File: src/rtl/cmp_mon_pkg.sv
// cmp_mon_pkg: state encoding, class codes and flag-triple classifier for cmp_run_monitor
package cmp_mon_pkg;
  typedef enum logic [1:0] {ST_IDLE, ST_RUN, ST_ALARM} state_t;
  typedef logic [1:0] cls_t;
  localparam cls_t CLS_NONE = 2'b00;
  localparam cls_t CLS_LT = 2'b01;
  localparam cls_t CLS_EQ = 2'b10;
  localparam cls_t CLS_GT = 2'b11;
  // anything other than exactly one flag set is classed as NONE
  function automatic cls_t cls_of(input logic gt, input logic eq, input logic ls);
    return {gt, eq, ls} == 3'b100 ? CLS_GT :
           {gt, eq, ls} == 3'b010 ? CLS_EQ :
           {gt, eq, ls} == 3'b001 ? CLS_LT : CLS_NONE;
  endfunction
endpackage

File: src/rtl/sat_counter.sv
// sat_counter: W-bit up counter with enable that sticks at all-ones
// ports: clk, rst_n (sync active-low), en (count), cnt (value)
module sat_counter #(
  parameter int W = 8
) (
  input  logic         clk,
  input  logic         rst_n,
  input  logic         en,
  output logic [W-1:0] cnt
);
  always_ff @(posedge clk)
    if (!rst_n) cnt <= '0;
    else if (en && cnt != '1) cnt <= cnt + W'(1);
endmodule

File: src/rtl/cmp_run_monitor.sv
// cmp_run_monitor: counts consecutive A>B comparator results and raises a sticky alarm
// ports: clk, rst_n (sync active-low); in_valid/in_ready handshake with a_gt_b/a_eq_b/a_ls_b;
//   alarm_clr clears alarm/run/flag_err; outputs alarm, run_cnt, last_class, flag_err;
//   gt_cnt/eq_cnt/ls_cnt class counters only when CMP_RUN_EVENT_COUNT_EN is defined
module cmp_run_monitor
  import cmp_mon_pkg::*;
#(
  parameter int RUN_LEN = 4,
  parameter int CNT_W = 8,
  localparam int RUN_W = $clog2(RUN_LEN + 1)
) (
  input  logic             clk,
  input  logic             rst_n,
  input  logic             in_valid,
  output logic             in_ready,
  input  logic             a_gt_b,
  input  logic             a_eq_b,
  input  logic             a_ls_b,
  input  logic             alarm_clr,
  output logic             alarm,
  output logic [RUN_W-1:0] run_cnt,
`ifdef CMP_RUN_EVENT_COUNT_EN
  output logic [CNT_W-1:0] gt_cnt,
  output logic [CNT_W-1:0] eq_cnt,
  output logic [CNT_W-1:0] ls_cnt,
`endif
  output logic [1:0]       last_class,
  output logic             flag_err
);
  state_t st;
  cls_t cls;
  logic acc;
  logic [RUN_W-1:0] nxt;
  assign in_ready = st != ST_ALARM;
  assign acc = in_valid & in_ready;
  assign cls = cls_of(a_gt_b, a_eq_b, a_ls_b);
  assign nxt = run_cnt + RUN_W'(1);
  // a sample accepted alongside alarm_clr still updates last_class, but the clear owns the run state
  always_ff @(posedge clk)
    if (!rst_n) begin
      st <= ST_IDLE;
      alarm <= 1'b0;
      run_cnt <= '0;
      last_class <= CLS_NONE;
      flag_err <= 1'b0;
    end else begin
      if (acc) last_class <= cls;
      if (alarm_clr) begin
        st <= ST_IDLE;
        alarm <= 1'b0;
        run_cnt <= '0;
        flag_err <= 1'b0;
      end else if (acc && cls == CLS_GT) begin
        run_cnt <= nxt;
        st <= nxt == RUN_W'(RUN_LEN) ? ST_ALARM : ST_RUN;
        alarm <= nxt == RUN_W'(RUN_LEN);
      end else if (acc) begin
        run_cnt <= '0;
        st <= ST_IDLE;
        if (cls == CLS_NONE) flag_err <= 1'b1;
      end
    end
`ifdef CMP_RUN_EVENT_COUNT_EN
  sat_counter #(.W(CNT_W)) u_gt (.clk(clk), .rst_n(rst_n), .en(acc && cls == CLS_GT), .cnt(gt_cnt));
  sat_counter #(.W(CNT_W)) u_eq (.clk(clk), .rst_n(rst_n), .en(acc && cls == CLS_EQ), .cnt(eq_cnt));
  sat_counter #(.W(CNT_W)) u_ls (.clk(clk), .rst_n(rst_n), .en(acc && cls == CLS_LT), .cnt(ls_cnt));
`endif
endmodule

File: config.mk
export PLATFORM = sky130hd
export DESIGN_NAME = cmp_run_monitor
export DESIGN_NICKNAME = d
export VERILOG_FILES = /design/src/rtl/cmp_mon_pkg.sv /design/src/rtl/sat_counter.sv /design/src/rtl/cmp_run_monitor.sv
export SDC_FILE = /design/constraint.sdc
export NUM_CORES = 1
export LEC_CHECK = 0
export CAP_MARGIN = 0
export CORE_AREA = 8 8 45 47
export DETAILED_ROUTE_END_ITERATION = 10
export DIE_AREA = 0 0 53 55
export PLACE_DENSITY = 0.66
export SETUP_SLACK_MARGIN = 0.02
export SYNTH_ARGS = -nofsm -noshare
export SYNTH_HDL_FRONTEND = slang
export SYNTH_SLANG_ARGS = --single-unit
export TNS_END_PERCENT = 10
File: constraint.sdc
create_clock -name clk -period 3 [get_ports clk]
set_clock_uncertainty 0.1 [all_clocks]
set_input_delay 0.3 -clock clk [delete_from_list [all_inputs] [get_ports clk]]
set_output_delay 0.3 -clock clk [all_outputs]
set_load 0.01 [all_outputs]
==> results of run 1 <==
## report_power, final
group / switching, uW / internal, uW
Sequential: 1.29 / 122
Combinational: 16.3 / 17.9
Clock: 44.0 / 51.4
## kinds of logic (layout without fill, tap and decap cells)
kind of cell,after synthesis,count (layout)
AND/OR/NAND/NOR,20,20
AO/OA/AOI/OAI,12,12
flip-flops,9,9
buffers and inverters,6,23
XOR/XNOR,3,3
adder cells (fa/ha/maj),2,2
multiplexers,1,1
## layout by cell type, fill, tap and decap left out, types with 2 or more instances in the layout
cell	count
sky130_fd_sc_hd__xor2_1	2
sky130_fd_sc_hd__nand3b_1	2
sky130_fd_sc_hd__inv_1	5
sky130_fd_sc_hd__dfxtp_1	9
sky130_fd_sc_hd__nand2_1	7
sky130_fd_sc_hd__o21ai_0	2
sky130_fd_sc_hd__o22ai_1	3
sky130_fd_sc_hd__clkbuf_4	3
sky130_fd_sc_hd__nor2b_1	2
sky130_fd_sc_hd__clkdlybuf4s50_1	14
sky130_fd_sc_hd__ha_1	2
sky130_fd_sc_hd__nand3_1	2
sky130_fd_sc_hd__o32ai_1	2
## registers in the layout, summed over array words and instances, names as in the netlist
| register | flops |
|---|---|
| run_cnt | 3 |
| last_class | 2 |
| st | 2 |
| alarm | 1 |
| flag_err | 1 |
## path summary, 6_finish.rpt
path / from / endpoint / slack, ns
max: st[0]$_SDFFE_PP0P_ / in_ready / 1.10
min: flag_err$_SDFFE_PP0P_ / flag_err$_SDFFE_PP0P_ / 0.37
max reg2reg: run_cnt[0]$_SDFFE_PP0P_ / run_cnt[2]$_SDFFE_PP0P_ / 1.71
min reg2reg: flag_err$_SDFFE_PP0P_ / flag_err$_SDFFE_PP0P_ / 0.37
## cell type report
type | instances | area [um2]
multi-input combinational | 38 | 269.0
clock buffer | 4 | 26.28
sequential | 9 | 180.2
tap | 16 | 20.02
inverter | 5 | 18.77
fill | 138 | 729.5
timing repair buffer | 14 | 140.1
## per-layer routing
metal	wire, um	global-route usage (%)	up-vias
li1	-	-	220
met1	546	9.466	203
met2	498	15.04	14
met3	72	3.476	4
met4	20	5.172	0
met5	0	0	-
## stage by stage
step | utilization [%] | hold slack, ns | setup WS (ns) | std cells | power (uW)
5_1_grt | 47.29 | 0.3898 | 1.027 | 86 | 264.4
2_1_floorplan | - | 0.2895 | 1.757 | 53 | 142.1
4_1_cts | 47.29 | 0.3731 | 1.083 | 86 | 258.7
3_5_place_dp | 45.39 | 0.3574 | 1.058 | 82 | 160.4
3_3_place_gp | 45.39 | 0.3568 | 1.087 | 82 | 160.2
6_report | 47.29 | 0.3679 | 1.095 | 86 | 252.9
## worst reg2reg max path, cell delays in order, from the launching register on
cell                       delay, ns
sky130_fd_sc_hd__dfxtp_1        0.39
sky130_fd_sc_hd__ha_1           0.24
sky130_fd_sc_hd__nor4b_1        0.06
sky130_fd_sc_hd__o311ai_0       0.28
sky130_fd_sc_hd__o21ai_1        0.11
==> run_summary.xml, run 1 <==
<?xml version="1.0" encoding="UTF-8"?>
<metrics>
  <group name="drt">
    <metric name="remaining_antenna_violation_count" unit="">0</metric>
    <metric name="remaining_drc_errors" unit="">0</metric>
    <metric name="total_routed_length" unit="um">1138</metric>
    <metric name="dr.pass1.iters" unit="">4</metric>
    <metric name="vias_per_cell" unit="">5.128</metric>
    <metric name="drt_first_iter_violations" unit="">1</metric>
    <metric name="number_of_vias_after_detailed_routing" unit="">441</metric>
    <metric name="drt-wirelength-per-cell" unit="um">13.23</metric>
  </group>
  <group name="cells_and_area">
    <metric name="layout.cell_area.non_filler" unit="um2">654.4</metric>
    <metric name="areaGrowthSynthToFinish" unit="%">38.36</metric>
    <metric name="antenna-diode-count" unit="">0</metric>
    <metric name="share_of_post_route_cells_with_drive_strength_above_1" unit="%">8.571</metric>
    <metric name="final_net_count" unit="">80</metric>
  </group>
  <group name="worst_setup_path">
    <metric name="worst_reg_to_reg_cells" unit="">4</metric>
    <metric name="crit_path_max_fanout" unit="">4</metric>
    <metric name="crit_slowest_cell" unit="">sky130_fd_sc_hd__clkdlybuf4s50_1</metric>
    <metric name="required" unit="ns">2.60</metric>
    <metric name="setup.worst_path.start_class" unit="">register</metric>
    <metric name="crit_path_end_kind" unit="">output port</metric>
    <metric name="worstSetupPathDepth" unit="">3</metric>
    <metric name="critical_path_arrival" unit="ns">1.50</metric>
    <metric name="timing_worst_setup_path_type" unit="">reg -&gt; out</metric>
    <metric name="critical-path-max-stage-delay" unit="ns">0.56</metric>
    <metric name="crit_path_cell_trace" unit="">and2b_1, inv_1, clkdlybuf4s50_1</metric>
    <metric name="timing.critical_path.max_delay_family" unit="">buffers and inverters</metric>
    <metric name="cp.buffers_inverters" unit="">2</metric>
  </group>
  <group name="synthesis">
    <metric name="most_numerous_cell_in_the_yosys_netlist" unit="">sky130_fd_sc_hd__dfxtp_1</metric>
    <metric name="synth-simple-area-share" unit="%">25.40</metric>
    <metric name="synth_async_sr_flop_share" unit="%">0</metric>
    <metric name="combinational_family_with_the_most_area_after_synthesis" unit="">simple AND/OR/NAND/NOR gates</metric>
    <metric name="syn_nets" unit="">62</metric>
    <metric name="cells_after_synthesis" unit="">53</metric>
    <metric name="synth_top_cells_by_area" unit="">sky130_fd_sc_hd__dfxtp_1 (38%), sky130_fd_sc_hd__nand2_1 (5.6%), sky130_fd_sc_hd__ha_1 (5.3%)</metric>
    <metric name="synth_mux_area_share" unit="%">2.116</metric>
    <metric name="synth_top_cells_by_count" unit="">sky130_fd_sc_hd__dfxtp_1 (9), sky130_fd_sc_hd__nand2_1 (7), sky130_fd_sc_hd__inv_1 (5)</metric>
    <metric name="yosys_warnings" unit="">0</metric>
    <metric name="synth_xor_area_share" unit="%">5.556</metric>
    <metric name="synth.cell_area" unit="um2">473.0</metric>
    <metric name="synth.avg_cell_area" unit="um2">8.924</metric>
    <metric name="yosys_top_cell_area_share" unit="%">38.10</metric>
    <metric name="largest_area_contributor_in_the_synthesized_netlist" unit="">sky130_fd_sc_hd__dfxtp_1</metric>
    <metric name="synth_compound_gate_area_share" unit="%">18.52</metric>
    <metric name="synth_ff_type" unit="">sky130_fd_sc_hd__dfxtp_1</metric>
    <metric name="synthAdderAreaFrac" unit="%">5.291</metric>
    <metric name="synth_edf_count" unit="">0</metric>
    <metric name="synth_cell_type_count" unit="">26</metric>
    <metric name="synth_sequential_area_ratio" unit="%">38.10</metric>
    <metric name="ys_seq_elements" unit="">9</metric>
  </group>
  <group name="clock_tree">
    <metric name="worst_setup_hold_path_clk_slew" unit="ns">0.06</metric>
    <metric name="h-tree-depth" unit="">1</metric>
    <metric name="cts.sink_count" unit="">9</metric>
    <metric name="postCtsSetupBuffers" unit="">0</metric>
    <metric name="cts_max_path_buffers" unit="">2</metric>
    <metric name="clock_tree_from_tritoncts" unit="">built</metric>
    <metric name="cts_hold_bufs" unit="">0</metric>
    <metric name="cts-root-buf" unit="">sky130_fd_sc_hd__clkbuf_4</metric>
    <metric name="cts_made_buffers" unit="">3</metric>
    <metric name="insertion_delay" unit="ns">0.26</metric>
    <metric name="postCtsResizedCells" unit="">0</metric>
  </group>
  <group name="worst_hold_path">
    <metric name="hold_path.class" unit="">reg -&gt; reg</metric>
    <metric name="holdPathStages" unit="">1</metric>
  </group>
  <group name="die">
    <metric name="design.die.area" unit="um2">2915</metric>
    <metric name="chipWidth" unit="um">53</metric>
    <metric name="num_rows" unit="">14</metric>
    <metric name="design.portCount" unit="">15</metric>
    <metric name="dieHeight" unit="um">55</metric>
    <metric name="initial_utilization" unit="%">34.18</metric>
    <metric name="core" unit="um2">1384</metric>
  </group>
  <group name="place">
    <metric name="gpl.final_weighted_congestion" unit="">0.7559</metric>
    <metric name="portBuffers" unit="">14</metric>
    <metric name="dp_hpwl" unit="um">847.5</metric>
    <metric name="post_dp_cell_area" unit="um2">628.1</metric>
  </group>
  <group name="sta">
    <metric name="maxClockFrequency" unit="GHz">0.5250</metric>
    <metric name="finalCritPeriodShare" unit="%">63.50</metric>
    <metric name="worst_slew_pin_tran" unit="ns">0.7024</metric>
    <metric name="period_minus_slack" unit="ns">1.905</metric>
    <metric name="hold_viol" unit="">0</metric>
    <metric name="rsz0062_at_grt" unit="">false</metric>
    <metric name="report.final.slew_viol_count" unit="">0</metric>
    <metric name="finalSetupViolCount" unit="">0</metric>
    <metric name="totalNegativeSetupSlack" unit="ns">0</metric>
    <metric name="maxSlewHeadroom" unit="%">53.08</metric>
  </group>
  <group name="status">
    <metric name="outcome" unit="">complete, no violations</metric>
  </group>
  <group name="pwr">
    <metric name="largest_voltage_drop_on_the_vdd_net" unit="mV">0.2203</metric>
    <metric name="power_density" unit="nW/um2">386.5</metric>
    <metric name="p_leak" unit="uW">0.0002408</metric>
  </group>
  <group name="global_routing">
    <metric name="globalRoute.totalOverflow" unit="">0</metric>
    <metric name="largest_net_degree_at_the_start_of_global_routing" unit="">12</metric>
    <metric name="first_pass_grt_wire_length" unit="um">1966</metric>
    <metric name="antenna_found_initial" unit="">0</metric>
    <metric name="grt.total_usage" unit="%">8.976</metric>
    <metric name="first_global_vias" unit="">454</metric>
  </group>
  <group name="run">
    <metric name="max_cap_viol_count" unit="">0</metric>
  </group>
</metrics>
(Power assumes the default switching activity.)
==> run 2, diff against run 1 <==
PLACE_DENSITY = 0.68   (was 0.66)
clock period = 1.55 ns   (was 3 ns; I/O delays follow)
==> run_summary.xml, run 2 (synthesized netlist as in run 1, its figures left out) <==
<?xml version="1.0" encoding="UTF-8"?>
<metrics>
  <group name="status">
    <metric name="outcome" unit="">complete, no violations</metric>
  </group>
  <group name="cells_and_area">
    <metric name="number_of_flip_flops_under_the_largest_register_name" unit="">3</metric>
    <metric name="antenna-diode-count" unit="">0</metric>
    <metric name="layout.cells.most_common" unit="">sky130_fd_sc_hd__clkdlybuf4s50_1</metric>
    <metric name="final_net_count" unit="">83</metric>
    <metric name="share_of_post_route_cells_with_drive_strength_above_1" unit="%">12.33</metric>
    <metric name="registers.top_by_ff_count" unit="">run_cnt</metric>
    <metric name="final_cells" unit="">89</metric>
    <metric name="areaGrowthSynthToFinish" unit="%">42.86</metric>
    <metric name="largestRegisters" unit="">run_cnt (3), last_class (2), st (2)</metric>
    <metric name="mostFrequentLayoutCells" unit="">sky130_fd_sc_hd__clkdlybuf4s50_1 (13), sky130_fd_sc_hd__dfxtp_1 (9), sky130_fd_sc_hd__nand2_1 (7)</metric>
    <metric name="layout.cell_area.non_filler" unit="um2">675.6</metric>
  </group>
  <group name="global_routing">
    <metric name="grt.total_usage" unit="%">8.593</metric>
    <metric name="first_global_vias" unit="">422</metric>
    <metric name="globalRouteMet3Util" unit="%">6.150</metric>
    <metric name="globalRoute.totalOverflow" unit="">0</metric>
    <metric name="met2_usage" unit="%">13.09</metric>
    <metric name="first_pass_grt_wire_length" unit="um">1828</metric>
    <metric name="antenna_found_initial" unit="">0</metric>
    <metric name="use_met1" unit="%">8.855</metric>
    <metric name="grt.busiest_layer" unit="">met2</metric>
    <metric name="largest_net_degree_at_the_start_of_global_routing" unit="">12</metric>
  </group>
  <group name="worst_setup_path">
    <metric name="crit_slowest_cell" unit="">sky130_fd_sc_hd__clkdlybuf4s50_1</metric>
    <metric name="crit_path_end_kind" unit="">output port</metric>
    <metric name="worst_reg_to_reg_cells" unit="">4</metric>
    <metric name="required" unit="ns">1.29</metric>
    <metric name="cp-startpoint" unit="">run_cnt[2]$_SDFFE_PP0P_</metric>
    <metric name="worstSetupPathDepth" unit="">1</metric>
    <metric name="timing.critical_path.max_delay_family" unit="">buffers and inverters</metric>
    <metric name="timing_worst_setup_path_type" unit="">reg -&gt; out</metric>
    <metric name="r2r-start" unit="">run_cnt[0]$_SDFFE_PP0P_</metric>
    <metric name="critical_path_arrival" unit="ns">1.21</metric>
    <metric name="crit_path_cell_trace" unit="">clkdlybuf4s50_1</metric>
    <metric name="setup.worst_path.start_class" unit="">register</metric>
    <metric name="crit_path_max_fanout" unit="">4</metric>
    <metric name="cp.buffers_inverters" unit="">1</metric>
    <metric name="critical-path-max-stage-delay" unit="ns">0.56</metric>
  </group>
  <group name="drt">
    <metric name="drt_first_iter_violations" unit="">7</metric>
    <metric name="number_of_vias_after_detailed_routing" unit="">439</metric>
    <metric name="remaining_drc_errors" unit="">0</metric>
    <metric name="dr.pass1.iters" unit="">4</metric>
    <metric name="vias_per_cell" unit="">4.933</metric>
    <metric name="drt-wirelength-per-cell" unit="um">12.21</metric>
    <metric name="total_routed_length" unit="um">1087</metric>
    <metric name="remaining_antenna_violation_count" unit="">0</metric>
  </group>
  <group name="worst_hold_path">
    <metric name="holdPathStages" unit="">2</metric>
    <metric name="hold_path.class" unit="">reg -&gt; reg</metric>
    <metric name="hp-start" unit="">alarm$_SDFFE_PP0P_</metric>
  </group>
  <group name="sta">
    <metric name="finalCritPeriodShare" unit="%">94.63</metric>
    <metric name="hold_viol" unit="">0</metric>
    <metric name="totalNegativeSetupSlack" unit="ns">0</metric>
    <metric name="worst_slew_pin_tran" unit="ns">0.3542</metric>
    <metric name="rsz0062_at_grt" unit="">false</metric>
    <metric name="worst_slack" unit="ns">0.08329</metric>
    <metric name="period_minus_slack" unit="ns">1.467</metric>
    <metric name="maxClockFrequency" unit="GHz">0.6818</metric>
    <metric name="maxSlewHeadroom" unit="%">76.30</metric>
    <metric name="finalSetupViolCount" unit="">0</metric>
    <metric name="report.final.slew_viol_count" unit="">0</metric>
  </group>
  <group name="place">
    <metric name="placedCellCount" unit="">85</metric>
    <metric name="gpl.final_weighted_congestion" unit="">0.7670</metric>
    <metric name="post-place-ws" unit="ns">0.01026</metric>
    <metric name="post_dp_cell_area" unit="um2">650.6</metric>
    <metric name="dp_hpwl" unit="um">814.1</metric>
    <metric name="portBuffers" unit="">14</metric>
  </group>
  <group name="pwr">
    <metric name="total_switching_power" unit="uW">118.8</metric>
    <metric name="largest_voltage_drop_on_the_vdd_net" unit="mV">0.4289</metric>
    <metric name="power_density" unit="nW/um2">728.4</metric>
    <metric name="netSwitchingFraction" unit="%">24.13</metric>
    <metric name="seqPwrFrac" unit="%">48.5</metric>
    <metric name="design_power_total" unit="uW">492.2</metric>
    <metric name="clockPowerShare" unit="%">37.1</metric>
    <metric name="p_leak" unit="uW">0.0002527</metric>
    <metric name="comb_power_share" unit="%">14.3</metric>
    <metric name="p_int" unit="uW">373.4</metric>
  </group>
  <group name="clock_tree">
    <metric name="cts.sink_count" unit="">9</metric>
    <metric name="clock_tree_from_tritoncts" unit="">built</metric>
    <metric name="postCtsSetupBuffers" unit="">0</metric>
    <metric name="cts-root-buf" unit="">sky130_fd_sc_hd__clkbuf_4</metric>
    <metric name="h-tree-depth" unit="">1</metric>
    <metric name="worst_setup_hold_path_clk_slew" unit="ns">0.07</metric>
    <metric name="insertion_delay" unit="ns">0.26</metric>
    <metric name="cts_max_path_buffers" unit="">2</metric>
    <metric name="cts_made_buffers" unit="">3</metric>
  </group>
  <group name="die">
    <metric name="design.portCount" unit="">15</metric>
    <metric name="num_rows" unit="">14</metric>
    <metric name="design.die.area" unit="um2">2915</metric>
    <metric name="core" unit="um2">1384</metric>
    <metric name="initial_utilization" unit="%">34.18</metric>
    <metric name="dieHeight" unit="um">55</metric>
    <metric name="chipWidth" unit="um">53</metric>
  </group>
  <group name="run">
    <metric name="max_cap_viol_count" unit="">0</metric>
  </group>
</metrics>
==> run 2: cell types whose count changed in the layout (fill, tap and decap cells not counted) <==
| cell | previous run | this run |
|---|---|---|
| sky130_fd_sc_hd__buf_4 | 0 | 3 |
| sky130_fd_sc_hd__clkdlybuf4s50_1 | 14 | 13 |
| sky130_fd_sc_hd__dlygate4sd2_1 | 0 | 1 |
==> run 2: area by class of cell <==
class,count,area [um2]
repair buffers,17,161.4
inverters,5,18.77
clock buffers,4,26.28
well taps,16,20.02
flip-flops and latches,9,180.2
multi-input cells,38,269.0
fillers,129,708.2
==> run 2: worst reg2reg max path: stages, from the launching register on <==
cell and delay (ns):
sky130_fd_sc_hd__dfxtp_1 0.38, sky130_fd_sc_hd__ha_1 0.23, sky130_fd_sc_hd__nor4b_1 0.07, sky130_fd_sc_hd__o311ai_0 0.27, sky130_fd_sc_hd__o21ai_1 0.11
==> run 2: through the flow <==
stage	hold WS, ns	utilization [%]
6_report	0.3600	48.82
5_1_grt	0.3927	48.82
4_1_cts	0.3603	48.82
3_5_place_dp	0.3556	47.02
3_3_place_gp	0.3477	47.02
2_1_floorplan	0.1445	-
==> run 2: worst paths after layout <==
| check | end | slack, ns |
|---|---|---|
| min | alarm$_SDFFE_PP0P_ | 0.36 |
| max reg2reg | run_cnt[2]$_SDFFE_PP0P_ | 0.28 |
| max | run_cnt[2] | 0.08 |
| min reg2reg | alarm$_SDFFE_PP0P_ | 0.36 |
==> run 2: power groups by stage <==
stage	combinational, uW	clock [uW]	sequential [uW]
finish	70.5	183	239
global route	77.9	200	239
CTS	70.9	192	239
detailed placement	70.2	0	244
global placement	70.6	0	244
floorplan	29.4	0	246
==> run 2: timing repair <==
item	4_1_cts	5_1_grt
hold buffers	0	0
gates resized for setup	1	0
endpoints found under the setup margin	1	0
==> run 2: routing by layer <==
| layer | vias up | part of all wire, % |
|---|---|---|
| li1 | 229 | - |
| met5 | - | 0 |
| met3 | 2 | 13 |
| met2 | 12 | 42 |
| met1 | 196 | 45 |
| met4 | 0 | 0.64 |
